`src/rtl/light_sequencer.sv`:
```
// Mode controller for the lights selector: drives its button and sel inputs in
// manual pass-through, timed auto-advance, white/RGB blink and closed-loop colour seek.
module light_sequencer #(
  parameter int DW        = 24,
  parameter int SETTLE    = 2,
  parameter int MAX_STEPS = 6
) (
  input  logic          clk,
  input  logic          rst,
  input  logic          enable,
  input  logic [1:0]    mode,
  input  logic          btn_raw,
  input  logic          sel_in,
  input  logic [DW-1:0] dwell,
  input  logic          seek_start,
  input  logic [2:0]    target,
  input  logic [2:0]    colour_in,
  output logic          button_out,
  output logic          sel_out,
  output logic          busy,
  output logic          done,
  output logic          err
);
  localparam int SW = $clog2(MAX_STEPS + 1);
  localparam int WW = (SETTLE > 1) ? $clog2(SETTLE) : 1;

  typedef enum logic [2:0] {
    S_IDLE, S_MANUAL, S_AUTO, S_BLINK, S_SEEK_IDLE, S_SEEK_WAIT, S_SEEK_PULSE
  } state_t;

  state_t        r_state;
  state_t        w_mode_state;
  logic [DW-1:0] r_cnt;
  logic [SW-1:0] r_steps;
  logic [WW-1:0] r_wait;
  logic [2:0]    r_target;
  logic          r_sync1, r_sync2, r_sync3;
  logic          r_button, r_sel, r_busy, r_done, r_err;
  logic [1:0]    w_state_mode;
  logic          w_mode_chg, w_event, w_edge, w_target_ok, w_entry_sel;

  // Mode encoding of the current state, and the state/sel to enter for the requested mode.
  always_comb begin
    w_state_mode = 2'b11;
    w_mode_state = S_SEEK_IDLE;
    w_entry_sel  = 1'b1;
    case (r_state)
      S_MANUAL: w_state_mode = 2'b00;
      S_AUTO:   w_state_mode = 2'b01;
      S_BLINK:  w_state_mode = 2'b10;
      default:  w_state_mode = 2'b11;
    endcase
    case (mode)
      2'b00:   begin w_mode_state = S_MANUAL;    w_entry_sel = sel_in; end
      2'b01:   begin w_mode_state = S_AUTO;      w_entry_sel = 1'b1;   end
      2'b10:   begin w_mode_state = S_BLINK;     w_entry_sel = 1'b0;   end
      default: begin w_mode_state = S_SEEK_IDLE; w_entry_sel = 1'b1;   end
    endcase
  end

  // A running seek (busy) locks out mode changes until it finishes.
  assign w_mode_chg  = (r_state != S_IDLE) && !r_busy && (mode != w_state_mode);
  assign w_event     = (r_cnt >= dwell);
  assign w_edge      = r_sync2 & ~r_sync3;
  assign w_target_ok = (target != 3'd0) && (target != 3'd7);

  // Sequencer: button synchroniser, dwell counter, mode FSM and registered outputs.
  always_ff @(posedge clk or negedge rst) begin
    if (!rst) begin
      r_state  <= S_IDLE;
      r_cnt    <= {DW{1'b0}};
      r_steps  <= {SW{1'b0}};
      r_wait   <= {WW{1'b0}};
      r_target <= 3'd0;
      r_sync1  <= 1'b0;
      r_sync2  <= 1'b0;
      r_sync3  <= 1'b0;
      r_button <= 1'b0;
      r_sel    <= 1'b0;
      r_busy   <= 1'b0;
      r_done   <= 1'b0;
      r_err    <= 1'b0;
    end else if (!enable) begin
      r_state  <= S_IDLE;
      r_cnt    <= {DW{1'b0}};
      r_steps  <= {SW{1'b0}};
      r_wait   <= {WW{1'b0}};
      r_target <= 3'd0;
      r_sync1  <= 1'b0;
      r_sync2  <= 1'b0;
      r_sync3  <= 1'b0;
      r_button <= 1'b0;
      r_sel    <= 1'b0;
      r_busy   <= 1'b0;
      r_done   <= 1'b0;
      r_err    <= 1'b0;
    end else begin
      r_sync1 <= btn_raw;
      r_sync2 <= r_sync1;
      r_sync3 <= r_sync2;
      r_done  <= 1'b0;
      if ((r_state == S_IDLE) || w_mode_chg) begin
        r_state  <= w_mode_state;
        r_cnt    <= {DW{1'b0}};
        r_button <= 1'b0;
        r_sel    <= w_entry_sel;
      end else begin
        case (r_state)
          S_MANUAL: begin
            r_sel    <= sel_in;
            r_button <= w_edge;
          end
          S_AUTO: begin
            r_button <= w_event;
            r_cnt    <= w_event ? {DW{1'b0}} : r_cnt + DW'(1);
          end
          S_BLINK: begin
            r_button <= 1'b0;
            r_sel    <= w_event ? ~r_sel : r_sel;
            r_cnt    <= w_event ? {DW{1'b0}} : r_cnt + DW'(1);
          end
          S_SEEK_IDLE: begin
            r_button <= 1'b0;
            if (seek_start && w_target_ok) begin
              r_target <= target;
              r_err    <= 1'b0;
              r_steps  <= {SW{1'b0}};
              r_wait   <= {WW{1'b0}};
              r_busy   <= 1'b1;
              r_state  <= S_SEEK_WAIT;
            end else if (seek_start) begin
              r_err <= 1'b1;
            end
          end
          // Compare only once the lights and converter registers have caught up.
          S_SEEK_WAIT: begin
            if (r_wait == WW'(SETTLE - 1)) begin
              if (colour_in == r_target) begin
                r_done  <= 1'b1;
                r_busy  <= 1'b0;
                r_state <= S_SEEK_IDLE;
              end else if (r_steps == SW'(MAX_STEPS)) begin
                r_err   <= 1'b1;
                r_busy  <= 1'b0;
                r_state <= S_SEEK_IDLE;
              end else begin
                r_button <= 1'b1;
                r_state  <= S_SEEK_PULSE;
              end
            end else begin
              r_wait <= r_wait + WW'(1);
            end
          end
          S_SEEK_PULSE: begin
            r_button <= 1'b0;
            r_steps  <= r_steps + SW'(1);
            r_wait   <= {WW{1'b0}};
            r_state  <= S_SEEK_WAIT;
          end
          default: begin
            r_button <= 1'b0;
            r_state  <= S_IDLE;
          end
        endcase
      end
    end
  end

  assign button_out = r_button;
  assign sel_out    = r_sel;
  assign busy       = r_busy;
  assign done       = r_done;
  assign err        = r_err;
endmodule

```
`config.mk`:
```
export PLATFORM = sky130hd
export DESIGN_NAME = light_sequencer
export DESIGN_NICKNAME = d
export VERILOG_FILES = /design/src/rtl/light_sequencer.sv
export SDC_FILE = /design/constraint.sdc
export NUM_CORES = 1
export LEC_CHECK = 0
export ABC_AREA = 1
export ABC_CLOCK_PERIOD_IN_PS = 2100
export BUFFER_PORTS_ARGS = -buffer_cell sky130_fd_sc_hd__buf_2
export CAP_MARGIN = 30
export CORE_MARGIN = 2
export CORE_UTILIZATION = 35
export DETAILED_ROUTE_END_ITERATION = 7
export PLACE_DENSITY_LB_ADDON = 0.25
export SLEW_MARGIN = 20
export SYNTH_ARGS = -nofsm -noshare
export SYNTH_HDL_FRONTEND = slang
export SYNTH_SLANG_ARGS = --single-unit
```
`constraint.sdc`:
```
create_clock -name clk -period 2.1 [get_ports clk]
set_input_delay 0.42 -clock clk [delete_from_list [all_inputs] [get_ports clk]]
set_output_delay 0.42 -clock clk [all_outputs]
set_load 0.02 [all_outputs]
```
Yosys cells after proc, flatten, opt, wreduce, memory -nomap -nowiden --
Index checks and enable logic that the tools add are counted.
Cells by class: add/subtract/negate cells 3, magnitude comparators 1, equal/unequal tests 32, multiplexer cells 60, bitwise operators 3, reduce and logical (&&, ||, !) cells 20
Operators with widths (number):
- 24-bit two-way mux | 4
- 1-bit two-way mux | 33
- 3-bit two-way mux | 11
- 4-bit != test, second input constant | 7
- 24-bit by 1-bit adder with 24-bit output, second input constant | 1
- 24-bit greater-or-equal comparator | 1
- 3-bit != test, second input constant | 5
- 3-bit AND reduction | 5
- 3-bit equality test, second input constant | 4
- 3-bit case mux with 4 select lines | 1
- 3-bit case mux with 3 select lines | 1
- 4-bit by 1-bit != test with 1-bit output, second input constant | 2
- 1-bit case mux with 2 select lines | 4
- 3-bit by 2-bit equality test with 1-bit output, second input constant | 2
- 3-bit by 1-bit != test with 1-bit output, second input constant | 2
- 3-bit by 2-bit != test with 1-bit output, second input constant | 2
- 1-bit case mux with 3 select lines | 2
- 2-bit case mux with 3 select lines | 1
- 3-bit case mux with 2 select lines | 1
- 6-bit AND reduction | 1
- 3-bit nonzero test | 2
- 5-bit AND reduction | 1
- 1-bit logical AND | 4
- 2-bit two-way mux | 2
- other kinds (18) | 20
Storage, ports and cells: flip-flop bits (word level) 42, bits of input ports 38, output and inout port bits 5, logic and storage cells 132

Longest topological paths before layout --
Gate-level depths: netlist of run 1.
depth in word-level cells 7, depth in mapped cells 15, depth with buffers taken out 15

Worst setup path after synthesis of run 1 --
No wires, ideal clock.
path type in2reg, from input dwell[23], to register r_cnt[9], setup time 123 ps, arrival 1770 ps, data required time 1977 ps, path slack 207 ps, cell stages on the path 12, buffers on the path 1, cell sequence inv_1 > ha_1 > nand2_1 > nor2_1 > nand4_1 > nor2_1 > nand2_1 > nand2_1 > nor2_4 > buf_6 > nor2_1 > nor2_1
Between the ends: longest elaborated chain between the ends 5
Ends and longest elaborated chain:
- from (decl) | line 14 | input logic [DW-1:0] dwell,
- 24-bit greater-or-equal comparator | line 63 | assign w_event = (r_cnt >= dwell);
- 24-bit two-way mux | line 115, 120
- 24-bit two-way mux
- 24-bit two-way mux | line 102 | if ((r_state == S_IDLE) || w_mode_chg) begin
- 24-bit two-way mux | line 83 | end else if (!enable) begin
- to (signal assigned) | line 85 | r_cnt <= {DW{1'b0}};
- to (signal assigned) | line 115 | r_cnt <= w_event ? {DW{1'b0}} : r_cnt + DW'(1);
- to (signal assigned) | line 120 | r_cnt <= w_event ? {DW{1'b0}} : r_cnt + DW'(1);
- to (decl) | line 33 | logic [DW-1:0] r_cnt;
No other way between the ends. The select of a mux whose other input is x is not followed. A chain may end at the register's enable or synchronous reset.

Worst setup path in the final report of run 1 --
from register r_cnt[23], to register r_cnt[9]
Between the ends: longest elaborated chain between the ends 5
Ends and longest elaborated chain:
- from (signal assigned) | line 71 | r_cnt <= {DW{1'b0}};
- from (signal assigned) | line 85
- from (signal assigned) | line 104 | r_cnt <= {DW{1'b0}};
- 24-bit greater-or-equal comparator | line 63
- 24-bit two-way mux | line 115, 120
- 24-bit two-way mux
- 24-bit two-way mux | line 102
- 24-bit two-way mux | line 83
No other way between the ends. The select of a mux whose other input is x is not followed.

==> results of run 1 <==
==> logic make-up after synthesis <==
kind of cell               count (synthesis)  share of synthesized area, %
xor gates and xnor gates                  10                         2.536
buffers and inverters                     97                         11.05
AOI/OAI and AO/OA                         46                         7.609
and+or+nand+nor                          293                         37.50
DFF                                       42                         30.43
adders and majority gates                 30                         10.87
==> worst max-delay path, cell delays in order (launching register included) <==
cell and delay (ns):
dfrtp_1 0.40, ha_1 0.30, nand2_1 0.08, nor2_2 0.14
nand4_1 0.12, nor2_1 0.19, nand2_2 0.09, nand2_2 0.11
nor2_4 0.05, buf_12 0.14, nor2_2 0.14, nor2_1 0.06
==> Yosys cell counts, drive strengths merged <==
cell,count
o21ai,16
buf,5
nand3,38
a21boi,6
a21oi,19
xor2,8
nor4,2
nor2,54
dfrtp,42
clkbuf,2
and2,1
a31oi,2
a21o,2
nor3,13
or2,1
o21a,1
nand3b,3
ha,30
xnor2,2
nand2,161
nand4,20
inv,90
==> cells in the final DEF, fill, tap and decap left out, types with 17 or more instances in the layout <==
cell type  instances
nand2_1          156
nand4_1           20
ha_1              30
a21oi_1           17
nor2_1            49
dfrtp_1           41
buf_2             42
nand3_1           34
buf_4             38
inv_1             89
==> per-stage QoR <==
step / TNS, ns / util [%] / cell area, um^2 / std cells / hold WS (ns)
after floorplan: 0 / - / 3453 / 518 / 0.1244
after global placement: -0.3573 / 42.25 / 4091 / 725 / 0.4283
after detailed placement: -0.9599 / 42.25 / 4091 / 725 / 0.4389
after CTS: 0 / 43.37 / 4200 / 733 / 0.2031
after global routing: -0.003681 / 43.71 / 4233 / 733 / 0.2550
final: 0 / 43.71 / 4233 / 733 / 0.1913
==> layout make-up <==
type | instances | area [um^2] | area share [%]
inverter | 90 | 337.8 | 7.981
clock inverter | 3 | 40.04 | 0.9459
clock buffer | 5 | 68.82 | 1.626
timing repair buffer | 81 | 515.5 | 12.18
multi-input combinational | 379 | 2052 | 48.48
sequential | 42 | 1052 | 24.86
tap | 133 | 166.4 | 3.931
==> sequential cells by signal (all words and copies together) (netlist names) <==
| register | count |
|---|---|
| r_cnt | 24 |
| r_state | 3 |
| r_steps | 3 |
| r_target | 3 |
| busy | 1 |
| button_out | 1 |
| done | 1 |
| err | 1 |
| r_sync1 | 1 |
| r_sync2 | 1 |
| r_sync3 | 1 |
| r_wait | 1 |
| sel_out | 1 |
==> power breakdown <==
part / internal [uW] / switching, uW
clock: 350 / 298
combinational: 427 / 864
sequential: 912 / 92.7
total: 1690 / 1250
==> worst max-delay path by stage <==
stage                         start        end  slack [ns]  cells past startpoint
after detailed placement  dwell[23]  r_cnt[19]       -0.14                     12
after global placement    dwell[23]  r_cnt[19]       -0.14                     12
after global routing       r_cnt[6]  r_cnt[21]      -0.004                     13
after CTS                 r_cnt[23]   r_cnt[9]       0.008                     11
final                     r_cnt[23]   r_cnt[9]        0.17                     11
after floorplan           dwell[23]   r_cnt[9]        0.21                     12
==> metal layers <==
metal,GRT usage [%],up-vias
li1,-,1806
met2,31.92,51
met5,0,-
met1,21.62,1544
met3,2.621,10
met4,4.858,0
==> reports/summary.log, run 1 <==
INFO  run_status     run_status=completed
INFO  sta            layout_setup_ws=0.1697ns
INFO  final_layout   final_net_count=667
INFO  setup_path     worst_r2r_startpoint=r_cnt[23]
INFO  die            full_die_area=10680um^2
INFO  detailed_routing drt-pass1-iter-count=4
INFO  placement      portBuffers=42
INFO  setup_path     r2r_cells=11
INFO  final_layout   drive_above_1_share=18.33%
INFO  clock_network  clock_sink_count=42
INFO  clock_network  setup_bufs_post_cts=0
INFO  synthesis      area_share_of_the_leading_cell_type_in_the_synthesized_netlist=30.43%
INFO  sta            finalCriticalPeriod=1.930ns
INFO  sta            maxSlewHeadroom=62.18%
INFO  job            cap_violations=0
INFO  die            die_width=103.3um
INFO  placement      dp_worst_setup_slack=-0.1394ns
INFO  global_routing globalRouteOverflowTotal=0
INFO  detailed_routing met2_length=4.290mm
INFO  sta            hold_viol=0
INFO  clock_network  root_buffer=clkbuf_8
INFO  detailed_routing via_per_inst=4.653
INFO  synthesis      netlist_top_cells_area=dfrtp_1 30%, nand2_1 17%, ha_1 11%
INFO  worst_hold_path timing.hold.worst.class=in -> async
INFO  clock_network  worst_setup_hold_path_clk_slew=0.09ns
INFO  detailed_routing drt-wirelength-per-cell=11.80um
INFO  sta            max_freq=518.1MHz
INFO  placement      dp_hpwl=6.852mm
INFO  setup_path     worstSetupStartpointType=register
INFO  synthesis      yosysSeqAreaShare=30.43%
INFO  global_routing grt_antenna_before_repair=0
INFO  synthesis      post_synth_instance_area=3453um^2
INFO  global_routing grt_util_all_layers=17.56%
INFO  clock_network  cts_hold_buffers_added=0
INFO  final_layout   layout-area-overhead-vs-synth=22.57%
INFO  final_layout   insertedDiodeCount=0
INFO  sta            fin_skew=0.008192ns
INFO  global_routing grt_start_max_net_pins=43
INFO  placement      globalplace.congestion=0.8780
INFO  setup_path     worst_ep_required_time=2.30ns
INFO  setup_path     critPathArrivalTime=2.13ns
INFO  setup_path     crit_path_max_fanout=14
INFO  final_layout   fill_cell_instance_count_of_the_final_layout=1025
INFO  synthesis      yosys_register_bits=42
INFO  pwr            post-layout-total-power=2944uW
INFO  die            initial_core_util=35.66%
INFO  detailed_routing route.top_layer_used=met4
INFO  detailed_routing route.detailed.drc=0
INFO  clock_network  cts_tree=built
INFO  setup_path     worst-r2r-setup-slack=0.17ns
INFO  die            core-area=9684um^2
INFO  synthesis      synthesis.instances=518
INFO  clock_network  h-tree-depth=2
INFO  sta            fin_crit_sh=91.92%
INFO  detailed_routing routed_wirelength=8.651mm
INFO  die            die_h=103.3um
INFO  synthesis      synth_top_cell_by_area=dfrtp_1
INFO  synthesis      mappedNetlistNets=586
INFO  synthesis      number_of_distinct_standard_cells_referenced_by_the_synthesized_netlist=34
INFO  pwr            power_leakage=0.002424uW
INFO  pwr            power.density=695.5nW/um^2
INFO  pwr            max-vdd-ir-drop=526.4uV
INFO  synthesis      average_cell_area_after_synthesis=6.667um^2
INFO  setup_path     endpoint_kind=register
INFO  clock_network  cts.repair.resized=1
INFO  sta            setup_viol=0
INFO  setup_path     r2r-end=r_cnt[9]
INFO  die            io_pins=43
INFO  sta            worst_slew_pin_slew=0.5673ns
INFO  detailed_routing ant_nets=0
INFO  global_routing number_of_global_route_vias_before_repair=3315
INFO  sta            slew_viol_final=0
INFO  detailed_routing initialDrtViolationCount=119
INFO  synthesis      synth_warnings=0
INFO  clock_network  clk_path_buf_depth=2
INFO  detailed_routing met1Wirelength=4.005mm
INFO  clock_network  clk-insertion-delay-late=0.30ns
INFO  detailed_routing dr_wl_met3=243um
INFO  setup_path     critPathKind=reg -> reg
INFO  global_routing wire_length_of_the_first_global_routing_pass=14.84mm
INFO  clock_network  cts_made_buffers=5
INFO  detailed_routing num_vias=3411
INFO  die            rows=36
Power figures use the tool's default switching activity.
==> inputs of run 2 (changes only) <==
ABC_AREA = unset   (was 1)
==> reports/summary.log, run 2 <==
INFO  setup_path     timing.critical_path.from=r_cnt[17]
INFO  final_layout   registers.top_by_ff_count=r_cnt
INFO  synthesis      synth_top_cell_by_area=dfrtp_1
INFO  synthesis      yosysSeqAreaShare=32.51% [+2.1 points]
INFO  clock_network  h-tree-depth=2 [unchanged]
INFO  die            io_pins=43 [unchanged]
INFO  placement      portBuffers=42 [unchanged]
INFO  run_status     run_status=finished with violations
INFO  clock_network  cts_tree=built
INFO  detailed_routing drt-pass1-iter-count=4 [unchanged]
INFO  global_routing grt_most_used_layer=met2
INFO  global_routing groute.layer.met2.usage=28.48% [-3.4 points]
INFO  detailed_routing ant_nets=0 [unchanged]
INFO  synthesis      async_flop_share=100.0% [unchanged]
INFO  sta            fin_skew=0.004992ns [-0.003200 ns]
INFO  die            core-area=9109um^2 [-5.9%]
INFO  placement      dp_worst_setup_slack=-0.4052ns [-0.2657 ns]
INFO  sta            max_freq=442.6MHz [-15%]
INFO  final_layout   fill_cell_instance_count_of_the_final_layout=913 [-11%]
INFO  global_routing met1_usage=23.39% [+1.8 points]
INFO  detailed_routing route.detailed.drc=0 [unchanged]
INFO  sta            fin_tns_setup=-3.128ns [-3.128 ns]
INFO  setup_path     worstSetupStartpointType=register
INFO  die            die_width=100.1um [-3.1%]
INFO  setup_path     crit_path_max_fanout=6 [-8]
INFO  synthesis      average_cell_area_after_synthesis=8.376um^2 [+26%]
INFO  setup_path     critPathKind=reg -> reg
INFO  placement      dpl.cell_count=590 [-19%]
INFO  global_routing grt_start_max_net_pins=43 [unchanged]
INFO  final_layout   drive_above_1_share=33.40% [+15 points]
INFO  clock_network  root_buffer=clkbuf_8
INFO  setup_path     endpoint_kind=register
INFO  detailed_routing via_per_inst=5.179 [+11%]
INFO  synthesis      number_of_enable_flip_flop_cells_after_synthesis=0 [unchanged]
INFO  worst_hold_path timing.hold.worst.class=in -> async
INFO  global_routing grt_antenna_before_repair=0 [unchanged]
INFO  final_layout   finalNonFillerCells=605 [-17%]
INFO  synthesis      synth.most_common_cell=nand2_1
INFO  clock_network  clk_path_buf_depth=2 [unchanged]
INFO  detailed_routing drt-wirelength-per-cell=13.89um [+18%]
INFO  sta            slew_viol_final=0 [unchanged]
INFO  setup_path     worst_r2r_startpoint=r_cnt[17]
INFO  setup_path     worst_ep_required_time=2.28ns [-0.02 ns]
INFO  synthesis      yosys_register_bits=42 [unchanged]
INFO  clock_network  clock_sink_count=42 [unchanged]
INFO  sta            layout_setup_ws=-0.1596ns [-0.3294 ns]
INFO  pwr            power_leakage=0.002044uW [-16%]
INFO  synthesis      synth_warnings=0 [unchanged]
INFO  placement      dp_hpwl=6.284mm [-8.3%]
INFO  final_layout   layout.core_utilization=48.71% [+5.0 points]
INFO  synthesis      ys_dominant_reg_cell=dfrtp_1
INFO  final_layout   layout-area-overhead-vs-synth=37.23%
INFO  detailed_routing routed_wirelength=8.402mm [-2.9%]
INFO  synthesis      netlist_top_cells_area=dfrtp_1 33%, ha_1 12%, nand2_1 5.5%
INFO  pwr            max-vdd-ir-drop=240.4uV [-54%]
INFO  sta            hold_viol=0 [unchanged]
INFO  synthesis      number_of_distinct_standard_cells_referenced_by_the_synthesized_netlist=59 [+74%]
INFO  clock_network  worst_setup_hold_path_clk_slew=0.09ns [about the same]
INFO  synthesis      area_share_of_the_leading_cell_type_in_the_synthesized_netlist=32.51% [+2.1 points]
INFO  synthesis      post_synth_instance_area=3233um^2 [-6.4%]
INFO  clock_network  cts_made_buffers=5 [unchanged]
INFO  sta            maxSlewHeadroom=68.56% [+6.4 points]
INFO  global_routing wire_length_of_the_first_global_routing_pass=13.70mm [-7.7%]
INFO  global_routing globalRouteOverflowTotal=0 [unchanged]
INFO  pwr            post-layout-total-power=1742uW [-41%]
INFO  die            full_die_area=10020um^2 [-6.1%]
INFO  synthesis      post_synth_most_frequent_cells=47 x nand2_1, 42 x dfrtp_1, 41 x inv_1, 30 x ha_1, 24 x nor2_1
INFO  job            cap_violations=0 [unchanged]
INFO  global_routing grtUsageMet3=2.507% [-0.11 points]
INFO  final_layout   insertedDiodeCount=0 [unchanged]
INFO  sta            worst_slew_pin_slew=0.4710ns [-0.09631 ns]
INFO  pwr            power.density=392.7nW/um^2 [-44%]
INFO  clock_network  clk-insertion-delay-late=0.30ns [about the same]
INFO  detailed_routing initialDrtViolationCount=110 [-7.6%]
INFO  die            die_h=100.1um [-3.1%]
INFO  sta            rsz0062_at_grt=true
INFO  run_status     failed_checks=negative setup slack
INFO  synthesis      mappedNetlistNets=454 [-23%]
INFO  global_routing number_of_global_route_vias_before_repair=2914 [-12%]
INFO  final_layout   layout.cells.most_common=buf_4
INFO  detailed_routing num_vias=3133 [-8.2%]
INFO  sta            setup_viol=26 [+26]
INFO  synthesis      synthesis.instances=386 [-25%]
INFO  setup_path     critPathArrivalTime=2.44ns [+0.31 ns]
INFO  final_layout   largest_register_ffs=24 [unchanged]
INFO  sta            fin_crit_sh=107.6% [+16 points]
INFO  final_layout   final_cell_mix=62 x buf_4, 46 x nand2_1, 42 x dfrtp_1, 42 x buf_2, 40 x inv_1
INFO  placement      globalplace.congestion=0.8337 [-5.0%]
INFO  setup_path     worst-r2r-setup-slack=-0.16ns [-0.33 ns]
INFO  global_routing grt_util_all_layers=16.83% [-0.73 points]
INFO  die            rows=35 [-2.8%]
INFO  sta            finalCriticalPeriod=2.260ns [+0.3294 ns]
INFO  final_layout   final_net_count=561 [-16%]
INFO  die            initial_core_util=35.49% [-0.16 points]
[run 2: changes by cell type after synthesis, sizes merged, moves of 5 or more]
cell	previous run	this run
nand4	20	15
inv	90	41
nand2	161	47
nand3	38	24
xnor2	2	10
o211ai	0	13
and2	1	6
xor2	8	1
nor2	54	24
a21boi	6	1
mux2i	0	5
[run 2: what timing repair did]
item | 4_1_cts | 5_1_grt
hold buffers | 0 | 0
cloned | 0 | 1
endpoints found under the setup margin | 26 | 33
resized for setup | 10 | 26
buffers inserted | 2 | 4
pin swaps | 17 | 13
[run 2: routing by layer]
layer	vias up	part of all wire (%)
met5	-	0
met4	0	0.40
met3	4	3.0
met2	42	48
met1	1495	49
li1	1592	-
[run 2: critical path, cell delays in order (launching register included)]
cell,delay (ns)
dfrtp_1,0.43
ha_4,0.29
nand4_1,0.18
nor4_4,0.33
buf_4,0.17
o2bb2ai_4,0.12
a2111oi_4,0.05
buf_6,0.17
buf_12,0.14
buf_12,0.13
nand3_2,0.05
o211ai_1,0.09
[run 2: logic make-up (layout without fill, tap and decap cells)]
logic type	after synthesis	after routing	synth area share, %
AND/OR/NAND/NOR	162	162	26.01
AO/OA/AOI/OAI	81	81	18.23
buffers and inverters	55	163	7.121
flip-flops	42	42	32.51
adder cells (fa/ha/maj)	30	30	11.61
XOR/XNOR	11	11	2.980
multiplexers	5	5	1.548
[run 2: final timing paths]
path	endpoint	cells past startpoint
setup / recovery	r_cnt[8]	11
hold / removal	r_sync3	2
setup reg to reg	r_cnt[8]	11
hold reg to reg	r_sync2	1
max in group asynchronous	r_cnt[11]	2
min in group clk	r_sync1	2
[run 2: area by class of cell]
| class | instances | area (um^2) | share of cell area [%] |
|---|---|---|---|
| inverter | 41 | 153.9 | 3.469 |
| clock inverter | 2 | 13.76 | 0.3102 |
| multi-input combinational | 289 | 2170 | 48.90 |
| tap | 111 | 138.9 | 3.130 |
| timing repair buffer | 114 | 837.1 | 18.87 |
| sequential | 42 | 1051 | 23.69 |
| clock buffer | 6 | 72.57 | 1.636 |
[run 2: power by group]
group	leakage (uW)	internal (uW)	switching [uW]	total (uW)
Clock	0.0000452	236	310	546
Combinational	0.00142	154	203	357
Sequential	0.000577	826	14.1	840
[run 2: metrics by stage]
step           hold slack, ns  instance area, um^2
3_5_place_dp           0.4168                 4079
5_1_grt               0.08908                 4437
6_report              0.08491                 4437
3_3_place_gp           0.4194                 4079
2_1_floorplan          0.1244                 3276
4_1_cts               0.08953                 4240
